[src/rtl/nf_pkg.sv]
// Shared definitions for the mean-filter noise datapath: mode encoding and
// width helpers used by the neighbour classifier and its pixel classifier.
package nf_pkg;

  localparam logic [1:0] MODE_PEPPER = 2'b00;
  localparam logic [1:0] MODE_SALT   = 2'b01;
  localparam logic [1:0] MODE_BOTH   = 2'b10;

  // Neighbours summed per first-level adder group.
  localparam int GRP_SZ = 4;

  // Bits needed to hold a count from 0 to n inclusive.
  function automatic int cnt_w(input int n);
    return $clog2(n + 1);
  endfunction

  // Modes 10 and 11 both treat either noise type as noisy.
  function automatic logic is_noisy(input logic pepper, input logic salt,
                                    input logic [1:0] mode);
    case (mode)
      MODE_PEPPER:     return pepper;
      MODE_SALT:       return salt;
      MODE_BOTH, 2'b11: return pepper | salt;
      default:         return 1'b0;
    endcase
  endfunction

endpackage

[src/rtl/pix_classify.sv]
// Combinational salt/pepper classification of a single pixel; pepper takes
// precedence when degenerate thresholds make both conditions true.
module pix_classify
  import nf_pkg::*;
#(
  parameter int PIX_W     = 8,
  parameter int PEPPER_TH = 0,
  parameter int SALT_TH   = 255
) (
  input  logic [PIX_W-1:0] pix,
  input  logic [1:0]       mode,
  output logic             pepper,
  output logic             salt,
  output logic             noisy
);

  localparam logic [PIX_W-1:0] PEPPER_V = PIX_W'(PEPPER_TH);
  localparam logic [PIX_W-1:0] SALT_V   = PIX_W'(SALT_TH);

  assign pepper = (pix <= PEPPER_V);
  assign salt   = !pepper && (pix >= SALT_V);
  assign noisy  = is_noisy(pepper, salt, mode);

endmodule

[src/rtl/noise_nbr_counter.sv]
// Three-stage valid/ready salt-and-pepper neighbour classifier: counts pepper,
// salt and noisy neighbours, sums the clean ones and flags the centre pixel.
module noise_nbr_counter
  import nf_pkg::*;
#(
  parameter  int PIX_W     = 8,
  parameter  int N_NBR     = 8,
  parameter  int PEPPER_TH = 0,
  parameter  int SALT_TH   = 2**PIX_W - 1,
  localparam int CW        = cnt_w(N_NBR),
  localparam int SW        = PIX_W + CW
) (
  input  logic                   clk,
  input  logic                   rst_n,
  input  logic                   in_valid,
  output logic                   in_ready,
  input  logic [1:0]             in_mode,
  input  logic [PIX_W-1:0]       in_ctr,
  input  logic [N_NBR*PIX_W-1:0] in_nbr,
  output logic                   out_valid,
  input  logic                   out_ready,
  output logic [PIX_W-1:0]       out_ctr,
  output logic                   out_ctr_noisy,
  output logic [CW-1:0]          out_n_pepper,
  output logic [CW-1:0]          out_n_salt,
  output logic [CW-1:0]          out_n_noisy,
  output logic [SW-1:0]          out_clean_sum,
  output logic                   out_all_noisy
);

  localparam int N_GRP = (N_NBR + GRP_SZ - 1) / GRP_SZ;
  localparam int GCW   = cnt_w(GRP_SZ);
  localparam int GSW   = PIX_W + $clog2(GRP_SZ);

  typedef struct packed {
    logic [N_NBR-1:0]       pep;
    logic [N_NBR-1:0]       salt;
    logic [N_NBR*PIX_W-1:0] pix;
    logic [PIX_W-1:0]       ctr;
    logic                   ctr_noisy;
    logic [1:0]             mode;
  } s1_t;

  typedef struct packed {
    logic [N_GRP-1:0][GCW-1:0] pep;
    logic [N_GRP-1:0][GCW-1:0] salt;
    logic [N_GRP-1:0][GCW-1:0] noisy;
    logic [N_GRP-1:0][GSW-1:0] sum;
    logic [PIX_W-1:0]          ctr;
    logic                      ctr_noisy;
  } s2_t;

  typedef struct packed {
    logic [CW-1:0]    pep;
    logic [CW-1:0]    salt;
    logic [CW-1:0]    noisy;
    logic [SW-1:0]    sum;
    logic [PIX_W-1:0] ctr;
    logic             ctr_noisy;
    logic             all_noisy;
  } s3_t;

  logic s1_v_q, s1_v_d, s2_v_q, s2_v_d, s3_v_q, s3_v_d;
  logic s1_en, s2_en, s3_en;
  s1_t  s1_q, s1_d, s1_n;
  s2_t  s2_q, s2_d, s2_n;
  s3_t  s3_q, s3_d, s3_n;

  // ---------------------------------------------------------------- classify
  logic [N_NBR-1:0] nbr_pep, nbr_salt, nbr_noisy;
  logic             ctr_noisy;
  logic             ctr_pep_unused, ctr_salt_unused;

  for (genvar k = 0; k < N_NBR; k++) begin : g_nbr
    pix_classify #(.PIX_W(PIX_W), .PEPPER_TH(PEPPER_TH), .SALT_TH(SALT_TH)) u_cls (
      .pix    (in_nbr[k*PIX_W +: PIX_W]),
      .mode   (in_mode),
      .pepper (nbr_pep[k]),
      .salt   (nbr_salt[k]),
      .noisy  (nbr_noisy[k])
    );
  end

  pix_classify #(.PIX_W(PIX_W), .PEPPER_TH(PEPPER_TH), .SALT_TH(SALT_TH)) u_ctr_cls (
    .pix    (in_ctr),
    .mode   (in_mode),
    .pepper (ctr_pep_unused),
    .salt   (ctr_salt_unused),
    .noisy  (ctr_noisy)
  );

  // Noisy neighbours are zeroed here so later stages just add everything.
  always_comb begin
    // NOTE: assigning a default first means every path writes s1_n, so no latch is inferred.
    s1_n           = '0;
    s1_n.pep       = nbr_pep;
    s1_n.salt      = nbr_salt;
    s1_n.ctr       = in_ctr;
    s1_n.ctr_noisy = ctr_noisy;
    s1_n.mode      = in_mode;
    for (int k = 0; k < N_NBR; k++) begin
      if (!nbr_noisy[k]) s1_n.pix[k*PIX_W +: PIX_W] = in_nbr[k*PIX_W +: PIX_W];
    end
  end

  // ------------------------------------------------- first-level group sums
  logic [N_GRP-1:0][GCW-1:0] grp_pep, grp_salt, grp_noisy;
  logic [N_GRP-1:0][GSW-1:0] grp_sum;

  for (genvar g = 0; g < N_GRP; g++) begin : g_grp
    localparam int BASE  = g * GRP_SZ;
    localparam int G_LEN = (N_NBR - BASE < GRP_SZ) ? N_NBR - BASE : GRP_SZ;

    logic [GCW-1:0] pep_c, salt_c, noisy_c;
    logic [GSW-1:0] sum_c;

    always_comb begin
      pep_c   = '0;
      salt_c  = '0;
      noisy_c = '0;
      sum_c   = '0;
      for (int j = 0; j < G_LEN; j++) begin
        pep_c   = pep_c  + GCW'(s1_q.pep[BASE+j]);
        salt_c  = salt_c + GCW'(s1_q.salt[BASE+j]);
        noisy_c = noisy_c + GCW'(is_noisy(s1_q.pep[BASE+j], s1_q.salt[BASE+j], s1_q.mode));
        sum_c   = sum_c + GSW'(s1_q.pix[(BASE+j)*PIX_W +: PIX_W]);
      end
    end

    assign grp_pep[g]   = pep_c;
    assign grp_salt[g]  = salt_c;
    assign grp_noisy[g] = noisy_c;
    assign grp_sum[g]   = sum_c;
  end

  always_comb begin
    s2_n           = '0;
    s2_n.pep       = grp_pep;
    s2_n.salt      = grp_salt;
    s2_n.noisy     = grp_noisy;
    s2_n.sum       = grp_sum;
    s2_n.ctr       = s1_q.ctr;
    s2_n.ctr_noisy = s1_q.ctr_noisy;
  end

  // ------------------------------------------------------------------ totals
  always_comb begin
    s3_n = '0;
    for (int g = 0; g < N_GRP; g++) begin
      s3_n.pep   = s3_n.pep   + CW'(s2_q.pep[g]);
      s3_n.salt  = s3_n.salt  + CW'(s2_q.salt[g]);
      s3_n.noisy = s3_n.noisy + CW'(s2_q.noisy[g]);
      s3_n.sum   = s3_n.sum   + SW'(s2_q.sum[g]);
    end
    s3_n.ctr       = s2_q.ctr;
    s3_n.ctr_noisy = s2_q.ctr_noisy;
    s3_n.all_noisy = (s3_n.noisy == CW'(N_NBR));
  end

  // ------------------------------------------------------- pipeline control
  // A stage may load when empty or when its current content leaves this cycle.
  always_comb begin
    s3_en  = !s3_v_q || out_ready;
    s2_en  = !s2_v_q || s3_en;
    s1_en  = !s1_v_q || s2_en;

    s1_v_d = s1_en ? in_valid : s1_v_q;
    s2_v_d = s2_en ? s1_v_q   : s2_v_q;
    s3_v_d = s3_en ? s2_v_q   : s3_v_q;

    s1_d   = (s1_en && in_valid) ? s1_n : s1_q;
    s2_d   = (s2_en && s1_v_q)   ? s2_n : s2_q;
    s3_d   = (s3_en && s2_v_q)   ? s3_n : s3_q;
  end

  // NOTE: data registers are reset too, so the out_* bus reads zero until the first result.
  always_ff @(posedge clk or negedge rst_n) begin
    if (!rst_n) begin
      s1_v_q <= 1'b0;
      s2_v_q <= 1'b0;
      s3_v_q <= 1'b0;
      s1_q   <= '0;
      s2_q   <= '0;
      s3_q   <= '0;
    end else begin
      // NOTE: non-blocking updates let every stage sample its neighbour's old value.
      s1_v_q <= s1_v_d;
      s2_v_q <= s2_v_d;
      s3_v_q <= s3_v_d;
      s1_q   <= s1_d;
      s2_q   <= s2_d;
      s3_q   <= s3_d;
    end
  end

  assign in_ready      = s1_en;
  assign out_valid     = s3_v_q;
  assign out_ctr       = s3_q.ctr;
  assign out_ctr_noisy = s3_q.ctr_noisy;
  assign out_n_pepper  = s3_q.pep;
  assign out_n_salt    = s3_q.salt;
  assign out_n_noisy   = s3_q.noisy;
  assign out_clean_sum = s3_q.sum;
  assign out_all_noisy = s3_q.all_noisy;

endmodule
[config.mk]
export PLATFORM = sky130hd
export DESIGN_NAME = noise_nbr_counter
export DESIGN_NICKNAME = d
export VERILOG_FILES = /design/src/rtl/nf_pkg.sv /design/src/rtl/pix_classify.sv /design/src/rtl/noise_nbr_counter.sv
export SDC_FILE = /design/constraint.sdc
export NUM_CORES = 1
export LEC_CHECK = 0
export CORE_MARGIN = 3
export CORE_UTILIZATION = 50
export CTS_CLUSTER_DIAMETER = 120
export CTS_CLUSTER_SIZE = 16
export DETAILED_ROUTE_END_ITERATION = 10
export PLACE_DENSITY = 0.74
export SLEW_MARGIN = 10
export SYNTH_ARGS = -nofsm -noshare
export SYNTH_HDL_FRONTEND = slang
export SYNTH_SLANG_ARGS = --single-unit
[constraint.sdc]
create_clock -name clk -period 6.4 [get_ports clk]
set_input_delay 0.96 -clock clk [delete_from_list [all_inputs] [get_ports clk]]
set_output_delay 0.96 -clock clk [all_outputs]
set_load 0.02 [all_outputs]
==> flow_summary.toml <==
[placed_design]
dpl.hpwl_microns = 16100
port_buffers = 112
gp_congestion = 0.877
placed_area_sq_um = 11000

[sta]
skew_ps = 9.47
slew_violations = 0
fin_setup_tns_ps = 0
hold_violations = 0
finalCritPeriodShare_pct = 50.3
fmax_mhz = 311
tightestPinTransition_ps = 1050
rsz0062_at_grt = "no"
slew_headroom_pct = 29.5
period_minus_slack_ps = 3220
report.final.setup_viol = 0

[routing]
antenna_left = 0
drt-vias-per-instance = 5.23
vias = 7074
drt_wl_total_microns = 21500
drtIter0Drc = 378
drc = 0
wl_per_cell_microns = 15.9
first_pass_iters = 5

[finish]
area_growth_pct = 19.6
diodes = 0
fin_util_pct = 61.4
drive_above_1_share_pct = 9.71
mostFrequentLayoutCells = "nand2_1, dfrtp_1, clkdlybuf4s50_1"
nets = 1248
fin_area_sq_um = 11600
final_common_cell = "nand2_1"
fill_cells = 1530

[critical_path]
cpPeakStageDelay_ps = 630
startpoint_type = "input port"
critical_path_class = "in -> out"
critical_path_arrival_ps = 2260
end_kind = "primary output"
cp_max_fo = 4
cp_slowest_cell = "clkdlybuf4s50_1"
worst-path-buf-inv = 2
path_delay_family = "buffers and inverters"
crit_chain = "clkdlybuf4s50_1, nand4b_2, clkdlybuf4s50_1"
cp_common_cell = "clkdlybuf4s50_1"
crit_required_ps = 5440

[yosys]
synth_seq_cells = 174
yosys_warnings = 0
synth_cell_type_count = 50
syn_area_per_cell_sq_um = 9.86
synth_ff_type = "dfrtp_1"
syn_area_sq_um = 9660
syn_nets = 1149
synthCells = 980
ys_seq_area_share_pct = 45.1
synthArstFlopShare_pct = 100
synth_edf_count = 0

[die]
core_area_sq_um = 18800
die_w_microns = 145
die_area_sq_um = 21000
pin_count = 114
dieHeight_microns = 145
fp-row-count = 50
initial_utilization_pct = 51.3

[global_route]
grt_pass1_wl_microns = 35600
track_usage_pct = 20.8
grt_pass1_vias = 6915
grt_max_degree = 106
grt_overflow_total = 0
antenna_found_initial = 0

[clock_tree]
cts_resized = 0
root_buffer = "clkbuf_16"
path_clk_slew_ps = 60
numCtsBuffers = 17
cts_max_path_buffers = 2
clkLatencyLatePin_ps = 430
postCtsSetupBuffers = 0
cts_tree = "done"
htree_levels = 4
cts_hold_buf = 0
clock_sinks = 174

[power]
irDropWorstVdd_uv = 195
leakagePower_nw = 5.44
power.density_nw_per_um2 = 353

[job]
max-cap-violations = 0

[status]
status = "finished clean"

[hold_path]
hold_class = "reg -> reg"
==> area by class of cell <==
cell class | instances | area (sq um) | area share [%]
clock buffer | 21 | 470 | 4.07
clock inverter | 11 | 108 | 0.931
inverter | 104 | 390 | 3.38
multi-input combinational | 665 | 4750 | 41.1
sequential | 174 | 4350 | 37.7
tap | 260 | 325 | 2.81
timing repair buffer | 117 | 1160 | 10.0
==> flip-flops by register name, summed over array words and instances, names as in the netlist <==
register       flops
out_ctr            8
out_n_salt         4
out_all_noisy      1
s2_q              47
s2_v_q             1
s1_q              91
out_clean_sum     11
s1_v_q             1
out_ctr_noisy      1
out_n_pepper       4
out_n_noisy        4
out_valid          1
==> cells in the mapped netlist, drive strengths merged, types with 3 or more instances <==
library cell,count,area (sq um)
buf,24,125
nor2,38,188
fa,42,841
or2,4,25.0
o41ai,3,33.8
nor3,4,20.0
nand3,3,15.0
nor2b,3,18.8
nand2,215,807
o21a,8,60.1
o211ai,3,22.5
dfrtp,174,4350
inv,104,390
mux2,34,383
o31ai,4,30.0
nand4,19,119
and2,4,25.0
nor4,6,37.5
a21oi,39,289
clkbuf,13,48.8
nand2b,7,43.8
o22ai,41,257
o21ai,75,375
xor2,13,114
or4,13,124
ha,49,613
a21o,10,75.1
a211oi,7,52.6
==> path summary, 6_finish.rpt <==
check,start,to,slack [ps],depth (start not counted)
max,out_ready,in_ready,3180,3
min,s2_q[1]$_DFFE_PN0P_,out_ctr[0]$_DFFE_PN0P_,470,2
max reg2reg,s1_q[12]$_DFFE_PN0P_,s2_q[16]$_DFFE_PN0P_,3280,11
min reg2reg,s2_q[1]$_DFFE_PN0P_,out_ctr[0]$_DFFE_PN0P_,470,2
max in group asynchronous,rst_n,out_n_noisy[0]$_DFFE_PN0P_,4220,2
min in group asynchronous,rst_n,out_ctr[0]$_DFFE_PN0P_,630,1
==> per-layer routing <==
layer,wire (microns),vias to the layer above,GRT usage [%]
met3,784,26,3.00
met2,10200,168,33.5
met5,0,-,0
met1,10200,3372,29.9
li1,-,3508,-
met4,369,0,5.80
==> stage by stage <==
step / power (W) / hold WS, ps / cells / setup slack, ps
detailed placement: 0.00308 / 452 / 1320 / 3080
floorplan: 0.00256 / 433 / 980 / 3500
finish: 0.00408 / 470 / 1352 / 3180
global placement: 0.00303 / 447 / 1320 / 3170
CTS: 0.00411 / 470 / 1352 / 3180
global route: 0.00436 / 495 / 1352 / 3100
==> kinds of logic after synthesis <==
kind of cell	Yosys count	synth area share (%)
xor+xnor	15	1.36
simple gates	320	15.1
fa+ha+maj	91	15.0
compound gates	202	13.4
other cells	1	0.0388
mux	36	4.17
flops	174	45.1
buf+inv	141	5.84
==> power breakdown <==
part / switching, W / leakage, nW / internal (W) / total [W]
sequential: 0.000119 / 2.21 / 0.00130 / 0.00142
combinational: 0.000931 / 2.96 / 0.000725 / 0.00166
clock: 0.000436 / 0.280 / 0.000570 / 0.00101
total: 0.00149 / 5.44 / 0.00260 / 0.00408
==> worst reg2reg max path, stage by stage (launching register included) <==
cell and delay [ps]:
dfrtp_1 330, inv_1 80, fa_1 540, inv_1 60, fa_1 450, ha_1 250
fa_1 420, a21o_1 190, a31oi_1 250, nand2b_1 90, a211oi_1 250, o31ai_1 90
(Power assumes the default switching activity.)
==> variant: new RTL, same settings <==
The parameter `N_NBR` goes from 8 to 4.
--- a/src/rtl/noise_nbr_counter.sv
+++ b/src/rtl/noise_nbr_counter.sv
@@ -6,3 +6,3 @@
   parameter  int PIX_W     = 8,
-  parameter  int N_NBR     = 8,
+  parameter  int N_NBR     = 4,
   parameter  int PEPPER_TH = 0,
Ports: changed (5 resized); port bits go from 114 to 78. The function was not compared with the original's and may differ.
==> variant against the unedited design <==
  * Sequential cell count decreased by 63
  * Wire length decreased by 49%
  * Global-route usage decreased by 1.3 points
  * Final area decreased by 44%
  * Total power decreased by 49%
  * Setup slack improved by 40 ps
  * Non-clock buffer count decreased by 37
  * Area after synthesis decreased by 44%
==> variant: results (changes against the unedited design) <==
FF-to-FF path depth 12 (was 11); Port-buffer cells 76 (was 112); sequential cell count 111 (was 174); DRT Wirelength 10.9 mm (was 21.5 mm); syn avg cell area 10.9 um^2 (was 9.86 um^2); Data arrival, critical path 2220 ps (was 2260 ps); outcome finished clean (unchanged); Clk Latency, worst-skew pair 380 ps (was 430 ps); fraction of area in registers 42.7% (was 37.7%); Max IR drop VDD 0.000174 V (was 0.000195 V); P&R area growth vs syn 20.0% (was 19.6%); CTS buffer count 9 (was 17); Signal buf overhead 12.1% (was 10.0%); Synth cell types 38 (was 50); leakage power 3.01 nW (was 5.44 nW); DR WL met2 5.20 mm (was 10.2 mm); post-DP HPWL 8.07 mm (was 16.1 mm); clock power share 20.8% (was 24.7%); number of flip-flops under the largest register name 51 (was 91); Multi-In Gates 314 (was 665); top cells by count, synth 111 x dfrtp_1, 94 x nand2_1, 54 x inv_1 (was 215 x nand2_1, 174 x dfrtp_1, 104 x inv_1); Comb. pwr 762 uW (was 1.66 mW); TritonRoute pass-1 iters 4 (was 5); first-pass GRT wire length 18.2 mm (was 35.6 mm); nets 650 (was 1248); non-clock buffer count in the final layout 80 (was 117)
-- variant: per-stage QoR --
step                worst slack (ps)  util [%]  cells
detailed placement              3230      60.4    695
global route                    3140      62.4    711
CTS                             3220      62.4    711
finish                          3220      62.4    711
floorplan                       3690         -    497
global placement                3250      60.4    695
-- variant: cell families (layout without fill, tap and decap cells) --
| family | count (synthesis) | after routing | share of synthesized area, % |
|---|---|---|---|
| other cells | 1 | 1 | 0.0692 |
| fa+ha+maj | 34 | 34 | 10.5 |
| mux | 48 | 48 | 9.98 |
| simple gates | 148 | 148 | 12.9 |
| xor+xnor | 4 | 4 | 0.647 |
| compound gates | 79 | 79 | 9.40 |
| buf+inv | 72 | 150 | 5.24 |
| flops | 111 | 111 | 51.3 |
-- variant: critical path, stage by stage --
cell,delay (ps)
clkdlybuf4s50_1,480
nand4b_2,160
clkdlybuf4s50_1,620
